--- config.mk ---
export PLATFORM = sky130hd
export DESIGN_NAME = pipeline_ctrl_flat
export DESIGN_NICKNAME = d
export VERILOG_FILES = /design/src/rtl/pipeline_ctrl_if.sv /design/src/rtl/pipeline_ctrl.sv /design/src/flat_wrapper.sv
export SDC_FILE = /design/constraint.sdc
export NUM_CORES = 1
export LEC_CHECK = 0
export ABC_AREA = 1
export BUFFER_PORTS_ARGS = -buffer_cell sky130_fd_sc_hd__buf_2
export CAP_MARGIN = 40
export CORE_MARGIN = 8
export CORE_UTILIZATION = 50
export CTS_BUF_LIST = sky130_fd_sc_hd__clkbuf_8
export DETAILED_ROUTE_END_ITERATION = 16
export PLACE_DENSITY = 0.79
export SYNTH_ARGS = -nofsm -noshare
export SYNTH_HDL_FRONTEND = slang
export SYNTH_SLANG_ARGS = --single-unit
export TNS_END_PERCENT = 50
--- constraint.sdc ---
create_clock -name clk -period 4.2 [get_ports clk]
set_input_delay 0.42 -clock clk [delete_from_list [all_inputs] [get_ports clk]]
set_output_delay 0.42 -clock clk [all_outputs]
set_load 0.05 [all_outputs]
--- src/rtl/pipeline_ctrl_if.sv ---
// Hazard/sequencing bundle between the core datapath stages and pipeline_ctrl.
// master = controller side, slave = datapath side.
interface pipeline_ctrl_if #(
  parameter int unsigned CNT_W = 32
);
  logic             jump_decision_id_i;
  logic             branch_decision_ex_i;
  logic [4:0]       rs1_raddr_ex_i;
  logic [4:0]       rs2_raddr_ex_i;
  logic             rs1_used_ex_i;
  logic             rs2_used_ex_i;
  logic [4:0]       regfile_waddr_mem_i;
  logic             regfile_we_mem_i;
  logic             mem_req_mem_i;
  logic             mem_we_mem_i;
  logic [4:0]       regfile_waddr_wb_i;
  logic             regfile_we_wb_i;
  logic             dbg_halt_req_i;
  logic             dbg_halt_ack_o;
  logic             stall_if_o;
  logic             stall_id_o;
  logic             stall_ex_o;
  logic             stall_me_o;
  logic             stall_wb_o;
  logic             clear_if_o;
  logic             clear_id_o;
  logic             clear_ex_o;
  logic             clear_me_o;
  logic             clear_wb_o;
  logic             pc_set_o;
  logic [1:0]       pc_mux_o;
  logic [1:0]       rs1_forward_o;
  logic [1:0]       rs2_forward_o;
  logic [CNT_W-1:0] stall_cnt_o;
  logic [CNT_W-1:0] flush_cnt_o;

  modport master (
    input  jump_decision_id_i, branch_decision_ex_i,
    input  rs1_raddr_ex_i, rs2_raddr_ex_i, rs1_used_ex_i, rs2_used_ex_i,
    input  regfile_waddr_mem_i, regfile_we_mem_i, mem_req_mem_i, mem_we_mem_i,
    input  regfile_waddr_wb_i, regfile_we_wb_i, dbg_halt_req_i,
    output dbg_halt_ack_o,
    output stall_if_o, stall_id_o, stall_ex_o, stall_me_o, stall_wb_o,
    output clear_if_o, clear_id_o, clear_ex_o, clear_me_o, clear_wb_o,
    output pc_set_o, pc_mux_o, rs1_forward_o, rs2_forward_o,
    output stall_cnt_o, flush_cnt_o
  );

  modport slave (
    output jump_decision_id_i, branch_decision_ex_i,
    output rs1_raddr_ex_i, rs2_raddr_ex_i, rs1_used_ex_i, rs2_used_ex_i,
    output regfile_waddr_mem_i, regfile_we_mem_i, mem_req_mem_i, mem_we_mem_i,
    output regfile_waddr_wb_i, regfile_we_wb_i, dbg_halt_req_i,
    input  dbg_halt_ack_o,
    input  stall_if_o, stall_id_o, stall_ex_o, stall_me_o, stall_wb_o,
    input  clear_if_o, clear_id_o, clear_ex_o, clear_me_o, clear_wb_o,
    input  pc_set_o, pc_mux_o, rs1_forward_o, rs2_forward_o,
    input  stall_cnt_o, flush_cnt_o
  );
endinterface

--- src/rtl/pipeline_ctrl.sv ---
// Hazard and sequencing controller for the 5-stage RV32 pipeline: stalls/clears,
// PC redirect, EX forwarding, boot/run/debug-halt FSM and saturating perf counters.
module pipeline_ctrl #(
  parameter int unsigned DRAIN_CYCLES = 4,
  parameter int unsigned CNT_W        = 32
) (
  input logic             clk,
  input logic             rst_n,
  pipeline_ctrl_if.master pif
);

  localparam int unsigned DrainW = (DRAIN_CYCLES < 1) ? 1 : $clog2(DRAIN_CYCLES + 1);

  typedef enum logic [1:0] {StBoot, StRun, StDrain, StHalted} state_e;

  state_e            state_q, state_d;
  logic [DrainW-1:0] drain_q, drain_d;
  logic [CNT_W-1:0]  stall_cnt_q, stall_cnt_d;
  logic [CNT_W-1:0]  flush_cnt_q, flush_cnt_d;

  logic rs1_mem_hit, rs2_mem_hit, rs1_wb_hit, rs2_wb_hit;
  logic load_use, redirect_ok, branch_take, jump_take;

  assign rs1_mem_hit = pif.rs1_used_ex_i && (pif.rs1_raddr_ex_i != 5'd0) &&
                       pif.regfile_we_mem_i && (pif.regfile_waddr_mem_i == pif.rs1_raddr_ex_i);
  assign rs2_mem_hit = pif.rs2_used_ex_i && (pif.rs2_raddr_ex_i != 5'd0) &&
                       pif.regfile_we_mem_i && (pif.regfile_waddr_mem_i == pif.rs2_raddr_ex_i);
  assign rs1_wb_hit  = pif.rs1_used_ex_i && (pif.rs1_raddr_ex_i != 5'd0) &&
                       pif.regfile_we_wb_i && (pif.regfile_waddr_wb_i == pif.rs1_raddr_ex_i);
  assign rs2_wb_hit  = pif.rs2_used_ex_i && (pif.rs2_raddr_ex_i != 5'd0) &&
                       pif.regfile_we_wb_i && (pif.regfile_waddr_wb_i == pif.rs2_raddr_ex_i);

  // Load data is only available from WB, so a load feeding EX costs one bubble.
  assign load_use = (state_q != StBoot) && pif.mem_req_mem_i && !pif.mem_we_mem_i &&
                    (rs1_mem_hit || rs2_mem_hit);

  assign redirect_ok = !load_use && ((state_q == StRun) || (state_q == StDrain));
  assign branch_take = redirect_ok && pif.branch_decision_ex_i;
  assign jump_take   = redirect_ok && pif.jump_decision_id_i && !pif.branch_decision_ex_i;

  always_comb begin
    pif.rs1_forward_o = 2'b00;
    pif.rs2_forward_o = 2'b00;
    if (state_q != StBoot) begin
      if (rs1_mem_hit)     pif.rs1_forward_o = 2'b01;
      else if (rs1_wb_hit) pif.rs1_forward_o = 2'b10;
      if (rs2_mem_hit)     pif.rs2_forward_o = 2'b01;
      else if (rs2_wb_hit) pif.rs2_forward_o = 2'b10;
    end
  end

  always_comb begin
    state_d            = state_q;
    drain_d            = drain_q;
    pif.dbg_halt_ack_o = 1'b0;
    pif.stall_if_o     = 1'b0;
    pif.stall_id_o     = 1'b0;
    pif.stall_ex_o     = 1'b0;
    pif.stall_me_o     = 1'b0;
    pif.stall_wb_o     = 1'b0;
    pif.clear_if_o     = 1'b0;
    pif.clear_id_o     = 1'b0;
    pif.clear_ex_o     = 1'b0;
    pif.clear_me_o     = 1'b0;
    pif.clear_wb_o     = 1'b0;
    pif.pc_set_o       = 1'b0;
    pif.pc_mux_o       = 2'b00;

    unique case (state_q)
      StBoot: begin
        pif.pc_set_o   = 1'b1;
        pif.pc_mux_o   = 2'b11;
        pif.clear_if_o = 1'b1;
        pif.clear_id_o = 1'b1;
        pif.clear_ex_o = 1'b1;
        pif.clear_me_o = 1'b1;
        pif.clear_wb_o = 1'b1;
        state_d        = StRun;
      end
      StRun: begin
        if (pif.dbg_halt_req_i && !load_use) begin
          state_d = StDrain;
          drain_d = DrainW'(DRAIN_CYCLES);
        end
      end
      StDrain: begin
        pif.stall_if_o = 1'b1;
        pif.clear_if_o = 1'b1;
        if (!pif.dbg_halt_req_i) begin
          state_d = StRun;
          drain_d = '0;
        end else if (!load_use) begin
          // A load-use bubble does not advance the drain, so it extends the wait.
          if (drain_q <= DrainW'(1)) begin
            state_d = StHalted;
            drain_d = '0;
          end else begin
            drain_d = drain_q - DrainW'(1);
          end
        end
      end
      StHalted: begin
        pif.stall_if_o     = 1'b1;
        pif.clear_if_o     = 1'b1;
        pif.dbg_halt_ack_o = 1'b1;
        if (!pif.dbg_halt_req_i) state_d = StRun;
      end
      default: state_d = StBoot;
    endcase

    if (load_use) begin
      pif.stall_if_o = 1'b1;
      pif.stall_id_o = 1'b1;
      pif.clear_ex_o = 1'b1;
    end

    // In DRAIN the redirect only loads the PC; fetch stays stopped via stall_if.
    if (branch_take) begin
      pif.pc_set_o   = 1'b1;
      pif.pc_mux_o   = 2'b10;
      pif.clear_if_o = 1'b1;
      pif.clear_id_o = 1'b1;
    end else if (jump_take) begin
      pif.pc_set_o   = 1'b1;
      pif.pc_mux_o   = 2'b01;
      pif.clear_if_o = 1'b1;
    end
  end

  always_comb begin
    stall_cnt_d = stall_cnt_q;
    flush_cnt_d = flush_cnt_q;
    if (load_use && (stall_cnt_q != '1)) stall_cnt_d = stall_cnt_q + CNT_W'(1);
    if ((branch_take || jump_take) && (flush_cnt_q != '1)) flush_cnt_d = flush_cnt_q + CNT_W'(1);
  end

  assign pif.stall_cnt_o = stall_cnt_q;
  assign pif.flush_cnt_o = flush_cnt_q;

  always_ff @(posedge clk or negedge rst_n) begin
    if (!rst_n) begin
      state_q     <= StBoot;
      drain_q     <= '0;
      stall_cnt_q <= '0;
      flush_cnt_q <= '0;
    end else begin
      state_q     <= state_d;
      drain_q     <= drain_d;
      stall_cnt_q <= stall_cnt_d;
      flush_cnt_q <= flush_cnt_d;
    end
  end

endmodule

--- src/flat_wrapper.sv ---
// flat-port wrapper written by rule: the top's interface ports become plain ports
module pipeline_ctrl_flat 
#(
  parameter int unsigned DRAIN_CYCLES = 4,
  parameter int unsigned CNT_W        = 32
)
  (clk, rst_n, pif_jump_decision_id_i, pif_branch_decision_ex_i, pif_rs1_raddr_ex_i, pif_rs2_raddr_ex_i, pif_rs1_used_ex_i, pif_rs2_used_ex_i, pif_regfile_waddr_mem_i, pif_regfile_we_mem_i, pif_mem_req_mem_i, pif_mem_we_mem_i, pif_regfile_waddr_wb_i, pif_regfile_we_wb_i, pif_dbg_halt_req_i, pif_dbg_halt_ack_o, pif_stall_if_o, pif_stall_id_o, pif_stall_ex_o, pif_stall_me_o, pif_stall_wb_o, pif_clear_if_o, pif_clear_id_o, pif_clear_ex_o, pif_clear_me_o, pif_clear_wb_o, pif_pc_set_o, pif_pc_mux_o, pif_rs1_forward_o, pif_rs2_forward_o, pif_stall_cnt_o, pif_flush_cnt_o);
  pipeline_ctrl_if #(.CNT_W(CNT_W)) pif_i ();
  input logic clk;
  input logic rst_n;
  input wire logic [$bits(pif_i.jump_decision_id_i)-1:0] pif_jump_decision_id_i;
  input wire logic [$bits(pif_i.branch_decision_ex_i)-1:0] pif_branch_decision_ex_i;
  input wire logic [$bits(pif_i.rs1_raddr_ex_i)-1:0] pif_rs1_raddr_ex_i;
  input wire logic [$bits(pif_i.rs2_raddr_ex_i)-1:0] pif_rs2_raddr_ex_i;
  input wire logic [$bits(pif_i.rs1_used_ex_i)-1:0] pif_rs1_used_ex_i;
  input wire logic [$bits(pif_i.rs2_used_ex_i)-1:0] pif_rs2_used_ex_i;
  input wire logic [$bits(pif_i.regfile_waddr_mem_i)-1:0] pif_regfile_waddr_mem_i;
  input wire logic [$bits(pif_i.regfile_we_mem_i)-1:0] pif_regfile_we_mem_i;
  input wire logic [$bits(pif_i.mem_req_mem_i)-1:0] pif_mem_req_mem_i;
  input wire logic [$bits(pif_i.mem_we_mem_i)-1:0] pif_mem_we_mem_i;
  input wire logic [$bits(pif_i.regfile_waddr_wb_i)-1:0] pif_regfile_waddr_wb_i;
  input wire logic [$bits(pif_i.regfile_we_wb_i)-1:0] pif_regfile_we_wb_i;
  input wire logic [$bits(pif_i.dbg_halt_req_i)-1:0] pif_dbg_halt_req_i;
  output wire logic [$bits(pif_i.dbg_halt_ack_o)-1:0] pif_dbg_halt_ack_o;
  output wire logic [$bits(pif_i.stall_if_o)-1:0] pif_stall_if_o;
  output wire logic [$bits(pif_i.stall_id_o)-1:0] pif_stall_id_o;
  output wire logic [$bits(pif_i.stall_ex_o)-1:0] pif_stall_ex_o;
  output wire logic [$bits(pif_i.stall_me_o)-1:0] pif_stall_me_o;
  output wire logic [$bits(pif_i.stall_wb_o)-1:0] pif_stall_wb_o;
  output wire logic [$bits(pif_i.clear_if_o)-1:0] pif_clear_if_o;
  output wire logic [$bits(pif_i.clear_id_o)-1:0] pif_clear_id_o;
  output wire logic [$bits(pif_i.clear_ex_o)-1:0] pif_clear_ex_o;
  output wire logic [$bits(pif_i.clear_me_o)-1:0] pif_clear_me_o;
  output wire logic [$bits(pif_i.clear_wb_o)-1:0] pif_clear_wb_o;
  output wire logic [$bits(pif_i.pc_set_o)-1:0] pif_pc_set_o;
  output wire logic [$bits(pif_i.pc_mux_o)-1:0] pif_pc_mux_o;
  output wire logic [$bits(pif_i.rs1_forward_o)-1:0] pif_rs1_forward_o;
  output wire logic [$bits(pif_i.rs2_forward_o)-1:0] pif_rs2_forward_o;
  output wire logic [$bits(pif_i.stall_cnt_o)-1:0] pif_stall_cnt_o;
  output wire logic [$bits(pif_i.flush_cnt_o)-1:0] pif_flush_cnt_o;
  assign pif_i.jump_decision_id_i = pif_jump_decision_id_i;
  assign pif_i.branch_decision_ex_i = pif_branch_decision_ex_i;
  assign pif_i.rs1_raddr_ex_i = pif_rs1_raddr_ex_i;
  assign pif_i.rs2_raddr_ex_i = pif_rs2_raddr_ex_i;
  assign pif_i.rs1_used_ex_i = pif_rs1_used_ex_i;
  assign pif_i.rs2_used_ex_i = pif_rs2_used_ex_i;
  assign pif_i.regfile_waddr_mem_i = pif_regfile_waddr_mem_i;
  assign pif_i.regfile_we_mem_i = pif_regfile_we_mem_i;
  assign pif_i.mem_req_mem_i = pif_mem_req_mem_i;
  assign pif_i.mem_we_mem_i = pif_mem_we_mem_i;
  assign pif_i.regfile_waddr_wb_i = pif_regfile_waddr_wb_i;
  assign pif_i.regfile_we_wb_i = pif_regfile_we_wb_i;
  assign pif_i.dbg_halt_req_i = pif_dbg_halt_req_i;
  assign pif_dbg_halt_ack_o = pif_i.dbg_halt_ack_o;
  assign pif_stall_if_o = pif_i.stall_if_o;
  assign pif_stall_id_o = pif_i.stall_id_o;
  assign pif_stall_ex_o = pif_i.stall_ex_o;
  assign pif_stall_me_o = pif_i.stall_me_o;
  assign pif_stall_wb_o = pif_i.stall_wb_o;
  assign pif_clear_if_o = pif_i.clear_if_o;
  assign pif_clear_id_o = pif_i.clear_id_o;
  assign pif_clear_ex_o = pif_i.clear_ex_o;
  assign pif_clear_me_o = pif_i.clear_me_o;
  assign pif_clear_wb_o = pif_i.clear_wb_o;
  assign pif_pc_set_o = pif_i.pc_set_o;
  assign pif_pc_mux_o = pif_i.pc_mux_o;
  assign pif_rs1_forward_o = pif_i.rs1_forward_o;
  assign pif_rs2_forward_o = pif_i.rs2_forward_o;
  assign pif_stall_cnt_o = pif_i.stall_cnt_o;
  assign pif_flush_cnt_o = pif_i.flush_cnt_o;
  pipeline_ctrl #(.DRAIN_CYCLES(DRAIN_CYCLES), .CNT_W(CNT_W)) u_core (.clk(clk), .rst_n(rst_n), .pif(pif_i));
endmodule
==> out/results.ini <==
[sta]
fin_crit_sh = 0.666
whs_ps = 138
finalSetupViolCount = 0
timing.final.ws_setup_ps = 1400
max_freq_ghz = 0.358
rsz0062_at_grt = no
final_hold_viol_count = 0
min_period_ps = 2800
tightest_slew_ps = 766
skew_ps = 13.1
timing.setup.tns_ps = 0
timing_max_transition_violations_final = 0
slew_headroom = 0.490

[power]
power_mw = 2.19
leakage_nw = 3.08
power_density_nw_per_um2 = 377
peakVddDrop_uv = 244

[placement]
dp_cells = 942
place_congestion = 0.907
dp_hpwl_um = 10200
io_buffers = 109
place_area_um2 = 5600
dp_worst_setup_slack_ps = 1640

[synth]
synth_cells = 718
yosys.area_share.simple = 0.422
synthArstFlopShare = 1.00
synth.area.mux_share = 0
synth_compound_area_frac = 0.0247
synthAdderAreaFrac = 0.0199
ys_ff_latch = 69
syn_area_um2 = 5020
ys_top_cells_by_count = nand2_1 (263), nand3_1 (74), nor2_1 (74), dfrtp_1 (69), inv_1 (50)
synth_flop_cell = dfrtp_1
ys_seq_area_frac = 0.344
synth.distinct_cells = 37
synth_enable_flop_cells = 0
yosysWarnings = 0
yosysTopAreaCell = dfrtp_1
synth_most_common_cell = nand2_1
postSynthAreaPerCell_um2 = 7.00
synth-xor-area-share = 0.119
synth_top_cell_area_share = 0.344
synth_top_family_by_area = simple AND/OR/NAND/NOR gates
netlist_top_cells_area = dfrtp_1 (34%), nand2_1 (20%), xor2_1 (7.7%)

[setup_path]
crit_top_cell = inv_1
cp-end-kind = output port
cp_top_family = buffers and inverters
critPathArrivalTime_ps = 2380
critPathRequiredTime_ps = 3780
cpPeakStageDelay_ps = 420
crit_slowest_cell = dfrtp_1
path_class = reg2out
crit_path_start_kind = flip-flop
worstPathCellList = inv_1 -> ha_1 -> inv_1 -> nand2_1 -> nor2_1 -> nand2_4 -> clkinv_2 -> buf_2
worstPathBufferInverterCount = 4
crit_path_max_fanout = 28

[worst_hold_path]
min_path_type = in2async

[cts]
clk_path_buf_depth = 2
ctsHoldBuffers = 0
cts_setup_buffers = 0
clk_latency_ps = 350
cts_tree = built
post_cts_resized = 0
clock-root-buffer = clkbuf_8
clkSlewWorstSetupHoldPaths_ps = 70
clock-sinks = 69
cts_max_level = 3
cts_buffers = 9

[global_routing]
grt_pass1_vias = 4706
overflow = 0
grt_antenna_before_repair = 0
grt_pass1_wl_um = 22400
grt_start_max_net_pins = 38
track_usage = 0.205

[floorplan]
die_h_um = 116
die_w_um = 116
core_area_um2 = 9770
rows = 36
dieArea_um2 = 13500
ioPinCount = 113
initial_utilization = 0.514

[layout]
drive_gt1_frac = 0.177
finish.net_count = 859
final_cells = 958
final_area_um2 = 5810
diodes = 0
post-route-util = 0.594
area_growth_pct = 15.6

[detailed_routing]
drtAntennaViolNets = 0
via_per_inst = 5.13
drc = 0
wl_per_cell_um = 14.1
finalWirelength_um = 13500
vias = 4915
first_pass_iters = 5
drt_iter0_drc = 379

[run]
timing.max_cap.violations = 0

[run_status]
outcome = completed

layout make-up:
type | count | area, um2
clock buffer | 11 | 151
clock inverter | 5 | 51.3
fill | 950 | 3970
inverter | 52 | 196
multi-input combinational | 577 | 2950
sequential | 69 | 1730
tap | 133 | 166
timing repair buffer | 111 | 561
kinds of logic (layout without fill, tap and decap cells):
group                      Yosys count  after routing
adders and majority gates            8              8
buffers and inverters               74            179
AOI/OAI and AO/OA                   20             20
DFF                                 69             69
and+or+nand+nor                    478            478
xor gates and xnor gates            68             68
other                                1              3
flip-flops by register name, summed over array words and instances, names as in the netlist:
name / cells
u_core.pif.flush_cnt_o: 32
u_core.pif.stall_cnt_o: 32
u_core.drain_q: 3
u_core.state_q: 2
placed cells by master, fill, tap and decap left out, drive strengths merged:
master / count
ha: 8
nor3: 28
a211oi: 2
xor2: 44
o22ai: 2
o31ai: 1
conb: 3
nand3b: 1
o2111ai: 1
o21ai: 10
clkbuf: 11
inv: 53
nand2: 267
a21oi: 3
xnor2: 24
a221oi: 1
nor4: 1
nor2: 78
bufinv: 1
clkinv: 3
nand4: 17
nor3b: 4
nand3: 82
buf: 111
dfrtp: 69
final timing paths:
check	from	end	slack (ps)	cells past startpoint
hold / removal	rst_n	u_core.pif.flush_cnt_o[2]	140	1
max in group asynchronous	rst_n	u_core.pif.stall_cnt_o[0]	3100	2
hold reg to reg	u_core.drain_q[1]	u_core.drain_q[1]	490	2
setup / recovery	u_core.state_q[0]	pif_stall_id_o	1400	8
setup reg to reg	u_core.pif.flush_cnt_o[0]	u_core.pif.flush_cnt_o[4]	1580	10
min in group clk	pif_dbg_halt_req_i	u_core.drain_q[2]	490	5
per-layer routing:
metal	GRT usage	part of all wire
met5	0	0
met3	0.0460	0.059
met2	0.341	0.48
met4	0.0631	0.019
met1	0.259	0.44
power by group:
group	total (mW)	internal, mW	switching, mW
logic	0.866	0.205	0.661
registers	0.763	0.706	0.0576
clock network	0.560	0.303	0.257
total	2.19	1.21	0.976
(Power assumes the default switching activity.)
